===== config.mk =====
export PLATFORM = sky130hd
export DESIGN_NAME = hp_manager
export DESIGN_NICKNAME = d
export VERILOG_FILES = /design/src/rtl/hp_manager.sv
export SDC_FILE = /design/constraint.sdc
export NUM_CORES = 1
export LEC_CHECK = 0
export BUFFER_PORTS_ARGS = -buffer_cell sky130_fd_sc_hd__buf_2
export CAP_MARGIN = 20
export CORE_UTILIZATION = 60
export DETAILED_ROUTE_END_ITERATION = 7
export HOLD_SLACK_MARGIN = 0.05
export PLACE_DENSITY = 0.77
export SETUP_SLACK_MARGIN = 0.05
export SLEW_MARGIN = 20
export SYNTH_ARGS = -nofsm -noshare
export SYNTH_HDL_FRONTEND = slang
export SYNTH_SLANG_ARGS = --single-unit

===== constraint.sdc =====
create_clock -name CLK -period 4.6 [get_ports CLK]
set_clock_uncertainty 0.2 [all_clocks]
set_input_delay 0.46 -clock CLK [delete_from_list [all_inputs] [get_ports CLK]]
set_output_delay 0.46 -clock CLK [all_outputs]
set_load 0.02 [all_outputs]

===== src/rtl/hp_manager.sv =====
// Hit-point bookkeeping for the two-player factorization game: applies damage on
// GOOD/OUCH entry, reports kills to the controller, and drives the HP LEDs and flashes.
module hp_manager #(
    parameter int HP_MAX    = 5,
    parameter int HP_W      = 3,
    parameter int DMG       = 1,
    parameter int FLASH_CYC = 25_000_000,
    parameter int CNT_W     = 25
) (
    input  logic            CLK,
    input  logic            RST,
    input  logic [3:0]      STATE,
    input  logic            NEW_GAME,
    output logic [1:0]      HP_OUT,
    output logic [HP_W-1:0] MY_HP,
    output logic [HP_W-1:0] OPP_HP,
    output logic [9:0]      HP_BAR,
    output logic            FLASH_SELF,
    output logic            FLASH_OPP
);

    localparam logic [3:0] ST_READY = 4'h2;
    localparam logic [3:0] ST_GOOD  = 4'h8;
    localparam logic [3:0] ST_OUCH  = 4'h9;
    localparam logic [3:0] ST_WIN   = 4'hA;
    localparam logic [3:0] ST_LOSE  = 4'hB;

    localparam logic [HP_W-1:0]  HP_MAX_V = HP_W'(HP_MAX);
    localparam logic [HP_W-1:0]  DMG_V    = HP_W'(DMG);
    localparam logic [CNT_W-1:0] FLASH_V  = CNT_W'(FLASH_CYC);

    function automatic logic [4:0] therm(input logic [HP_W-1:0] hp);
        logic [4:0] t;
        t = '0;
        for (int i = 0; i < 5; i++) begin
            t[i] = (i < HP_MAX) && (i < int'(hp));
        end
        return t;
    endfunction

    function automatic logic [HP_W-1:0] sat_sub(input logic [HP_W-1:0] hp);
        return (hp > DMG_V) ? hp - DMG_V : '0;
    endfunction

    logic [3:0]       prev_q;
    logic [HP_W-1:0]  my_hp_q, my_hp_d;
    logic [HP_W-1:0]  opp_hp_q, opp_hp_d;
    logic [CNT_W-1:0] self_cnt_q, self_cnt_d;
    logic [CNT_W-1:0] opp_cnt_q, opp_cnt_d;
    logic [1:0]       hp_out_q, hp_out_d;
    logic [9:0]       hp_bar_q, hp_bar_d;

    logic hit_opp, hit_self, game_end, reload;

    assign hit_opp  = (STATE == ST_GOOD) && (prev_q != ST_GOOD);
    assign hit_self = (STATE == ST_OUCH) && (prev_q != ST_OUCH);
    assign game_end = (STATE == ST_READY) && ((prev_q == ST_WIN) || (prev_q == ST_LOSE));
    assign reload   = NEW_GAME || game_end;

    always_comb begin
        my_hp_d    = my_hp_q;
        opp_hp_d   = opp_hp_q;
        self_cnt_d = (self_cnt_q != '0) ? self_cnt_q - 1'b1 : '0;
        opp_cnt_d  = (opp_cnt_q != '0) ? opp_cnt_q - 1'b1 : '0;
        // A reload outranks any hit seen in the same cycle, including its flash.
        if (reload) begin
            my_hp_d    = HP_MAX_V;
            opp_hp_d   = HP_MAX_V;
            self_cnt_d = '0;
            opp_cnt_d  = '0;
        end else begin
            if (hit_opp) begin
                opp_hp_d  = sat_sub(opp_hp_q);
                opp_cnt_d = FLASH_V;
            end
            if (hit_self) begin
                my_hp_d    = sat_sub(my_hp_q);
                self_cnt_d = FLASH_V;
            end
        end
    end

    // Status and LED bar follow the HP registers by one cycle.
    always_comb begin
        hp_out_d = 2'b00;
        if (opp_hp_q == '0) begin
            hp_out_d = 2'b10;
        end else if (my_hp_q == '0) begin
            hp_out_d = 2'b01;
        end
        hp_bar_d = {therm(opp_hp_q), therm(my_hp_q)};
    end

    always_ff @(posedge CLK or negedge RST) begin
        if (!RST) begin
            prev_q     <= ST_READY;
            my_hp_q    <= HP_MAX_V;
            opp_hp_q   <= HP_MAX_V;
            self_cnt_q <= '0;
            opp_cnt_q  <= '0;
            hp_out_q   <= 2'b00;
            hp_bar_q   <= {therm(HP_MAX_V), therm(HP_MAX_V)};
        end else begin
            prev_q     <= STATE;
            my_hp_q    <= my_hp_d;
            opp_hp_q   <= opp_hp_d;
            self_cnt_q <= self_cnt_d;
            opp_cnt_q  <= opp_cnt_d;
            hp_out_q   <= hp_out_d;
            hp_bar_q   <= hp_bar_d;
        end
    end

    assign HP_OUT     = hp_out_q;
    assign MY_HP      = my_hp_q;
    assign OPP_HP     = opp_hp_q;
    assign HP_BAR     = hp_bar_q;
    assign FLASH_SELF = (self_cnt_q != '0);
    assign FLASH_OPP  = (opp_cnt_q != '0);

endmodule

==> flow_metrics.py <==
metrics = {
    "die": {
        "rows": 26,
        "initial_core_util_pct": 64.1,
        "io_pins": 27,
        "dieHeight_um": 76.8,
        "die_w_um": 76.8,
        "coreArea_um2": 5240,
        "die-area_um2": 5900,
    },
    "grt": {
        "grt_max_degree": 54,
        "gr-usage-all-layers_pct": 22.9,
        "grt_antenna_before_repair": 0,
        "grt_overflow": 0,
        "grt_pass1_vias": 2391,
        "grt_first_pass_wirelength_um": 10600,
    },
    "cells_and_area": {
        "area_delta_synth_final_pct": 11.9,
        "drive_gt1_share_pct": 19.8,
        "stdcell_count": 429,
        "antennaDiodeCount": 0,
        "fin_nets": 368,
        "fin_util_pct": 71.7,
    },
    "worst_setup_path": {
        "r2r_cells": 7,
        "path_cells": "inv_1 -> ha_1 -> or4b_1 -> nand4b_1 -> or4_1 -> buf_2",
        "crit_slowest_cell": "or4_1",
        "r2r_setup_slack_ns": 1.72,
        "cp-end-kind": "output port",
        "crit_path_max_incr_delay_ns": 0.66,
        "reg2reg_from": "opp_cnt_q[0]$_DFF_PN0_",
        "critPathLaunch": "opp_cnt_q[0]$_DFF_PN0_",
        "worstSetupPathType": "register to output port",
        "arrival_ns": 2.72,
        "required_ns": 3.94,
        "crit_path_max_fanout": 6,
        "reg2reg_to": "opp_cnt_q[15]$_DFF_PN0_",
        "cp-start-kind": "register",
        "crit_path_end": "FLASH_OPP",
    },
    "yosys": {
        "synth_enable_flop_cells": 0,
        "synth_cells": 320,
        "syn_nets": 334,
        "ys_seq_elements": 72,
        "async_flop_share_pct": 100,
        "synth.cell_area_um2": 3360,
        "synth_cell_type_count": 50,
        "synth_ff_type": "dfrtp_1",
        "yosysWarnings": 0,
        "yosysSeqAreaShare_pct": 54.3,
        "syn_area_per_cell_um2": 10.5,
    },
    "power_and_ir_drop": {
        "pwr-share-clk_pct": 18.3,
        "p_int_mw": 1.47,
        "cellLeakagePower_nw": 1.64,
        "switching_share_pct": 38.8,
        "irDropWorstVdd_mv": 0.357,
        "switchingPower_mw": 0.930,
        "powerDensity_nw_per_um2": 639,
        "share_comb_of_total_power_pct": 41.6,
        "p_seq_share_pct": 40.1,
    },
    "timing": {
        "fmax_ghz": 0.296,
        "tightest_slew_ns": 0.928,
        "rsz0062_at_grt": "no",
        "maxSlewViolCount": 0,
        "hold_viol_final": 0,
        "fin_tns_setup_ns": 0,
        "fin_crit_ns": 3.38,
        "setup_viol": 0,
        "relSlewSlack_pct": 37.3,
        "period_share_pct": 73.5,
    },
    "run": {
        "cap_viol_max_count": 0,
    },
    "clock_network": {
        "tritoncts": "built",
        "clockBufferDepth": 2,
        "cts_setup_buffers": 0,
        "cts_made_buffers": 9,
        "numClockSinks": 72,
        "insertion_delay_ns": 0.33,
        "clkTransAtPathRegs_ns": 0.07,
        "cts_root_buf": "clkbuf_8",
        "postCtsResizedCells": 0,
        "htreeDepth": 3,
    },
    "hold_path": {
        "hold_class": "input port to register",
    },
    "detailed_routing": {
        "via_per_inst": 5.65,
        "drtPass1Iterations": 5,
        "drc": 0,
        "route.vias.total": 2425,
        "wirelength_um": 6010,
        "ant_nets": 0,
        "drtIter0Drc": 79,
        "wl_per_cell_um": 14.0,
    },
    "placement": {
        "place_hpwl_um": 4130,
        "io_buffers": 26,
        "dp_cells": 410,
        "gp_congestion": 0.807,
    },
    "run_status": {
        "run_status": "completed",
    },
}
## critical path: cells and delay by family, from the launching register on
family	cells	cell delay (ns)
flops	1	0.40
buf+inv	2	0.28
simple gates	3	1.52
fa+ha+maj	1	0.19
## worst min path at each step
stage | cells past startpoint | from | slack, ns | endpoint
floorplan | 0 | RST | -0.04 | HP_OUT[0]$_DFF_PN0_
global placement | 0 | MY_HP[2]$_DFFE_PN1P_ | 0.21 | HP_BAR[3]$_DFF_PN1_
detailed placement | 0 | MY_HP[2]$_DFFE_PN1P_ | 0.21 | HP_BAR[3]$_DFF_PN1_
CTS | 1 | STATE[2] | 0.06 | prev_q[2]$_DFF_PN0_
global route | 1 | STATE[2] | 0.06 | prev_q[2]$_DFF_PN0_
finish | 1 | STATE[2] | 0.07 | prev_q[2]$_DFF_PN0_
## per-stage QoR
step | worst slack (ns) | power, mW | area [µm²] | hold slack, ns
after floorplan | 1.86 | 1.75 | 3360 | -0.0356
after global placement | 1.64 | 1.93 | 3550 | 0.210
after detailed placement | 1.59 | 1.96 | 3550 | 0.212
after CTS | 1.21 | 2.41 | 3750 | 0.0562
after global routing | 1.08 | 2.59 | 3750 | 0.0602
final | 1.22 | 2.40 | 3750 | 0.0711
## kinds of logic after synthesis
family,share of synthesized area (%)
compound gates,9.88
xor+xnor,9.92
fa+ha+maj,2.61
buf+inv,2.91
flops,54.3
simple gates,20.4
## cell usage in the layout (no fill, tap or decap), drive strengths merged, types with 2 or more instances in the layout
cell / instances
buf: 30
or4b: 2
and2: 2
nor2: 38
dfrtp: 57
nand4b: 3
or3: 6
o21ai: 13
dlygate4sd3: 3
a21oi: 23
or4: 7
nor3: 13
o311ai: 2
nor3b: 2
inv: 11
nor4: 11
ha: 7
nand2: 18
or2: 2
a21o: 2
nand2b: 3
xor2: 17
nor2b: 6
o31ai: 3
xnor2: 21
o21a: 2
clkbuf: 13
clkinv: 2
dfstp: 15
nand3: 11
## Yosys cell counts, drive strengths merged, types with 3 or more instances
master / n / share of area, %
dfstp: 15 / 12
a21oi: 23 / 3.4
nor3: 13 / 2.1
buf: 6 / 1.2
ha: 7 / 2.6
nor2: 38 / 4.3
nand4b: 3 / 0.78
inv: 11 / 1.2
nand3: 11 / 1.8
xor2: 17 / 4.4
o21ai: 13 / 2.1
or4: 7 / 1.8
nor4: 11 / 2.2
o31ai: 3 / 0.67
nand2b: 3 / 0.56
xnor2: 21 / 5.5
dfrtp: 57 / 43
nand2: 18 / 2.0
clkbuf: 4 / 0.45
or3: 6 / 1.1
nor2b: 6 / 1.1
## sequential cells by signal, indices dropped and copies added, names as in the netlist
name,flops
HP_BAR,10
HP_OUT,2
MY_HP,3
OPP_HP,3
opp_cnt_q,25
prev_q,4
self_cnt_q,25
## routing by layer
layer  track usage (%)  vias up  routed length [µm]  share of wire, %
li1                  -     1189                   -                 -
met4              9.81        0                  34              0.57
met1              27.5     1187                2730                45
met2              39.6       45                3030                50
met3              5.00        4                 212               3.5
met5                 0        -                   0                 0
## repair_timing
action,4_1_cts,5_1_grt
setup endpoints to repair,0,0
endpoints found under the hold margin,14,0
hold buffers,3,0
## final cells by class
class / instances / area (µm²)
Multi-Input combinational cell: 227 / 1440
Timing Repair Buffer: 33 / 190
Clock buffer: 13 / 159
Clock inverter: 3 / 17.5
Fill cell: 414 / 1480
Inverter: 11 / 41.3
Tap cell: 70 / 87.6
Sequential cell: 72 / 1820
## power groups by stage
stage	registers, mW	clock network (mW)	logic (mW)
2_1_floorplan	0.932	0	0.815
3_3_place_gp	0.962	0	0.967
3_5_place_dp	0.968	0	0.991
4_1_cts	0.960	0.452	1.00
5_1_grt	0.987	0.473	1.13
6_report	0.962	0.438	0.998
(Power assumes the default switching activity.)
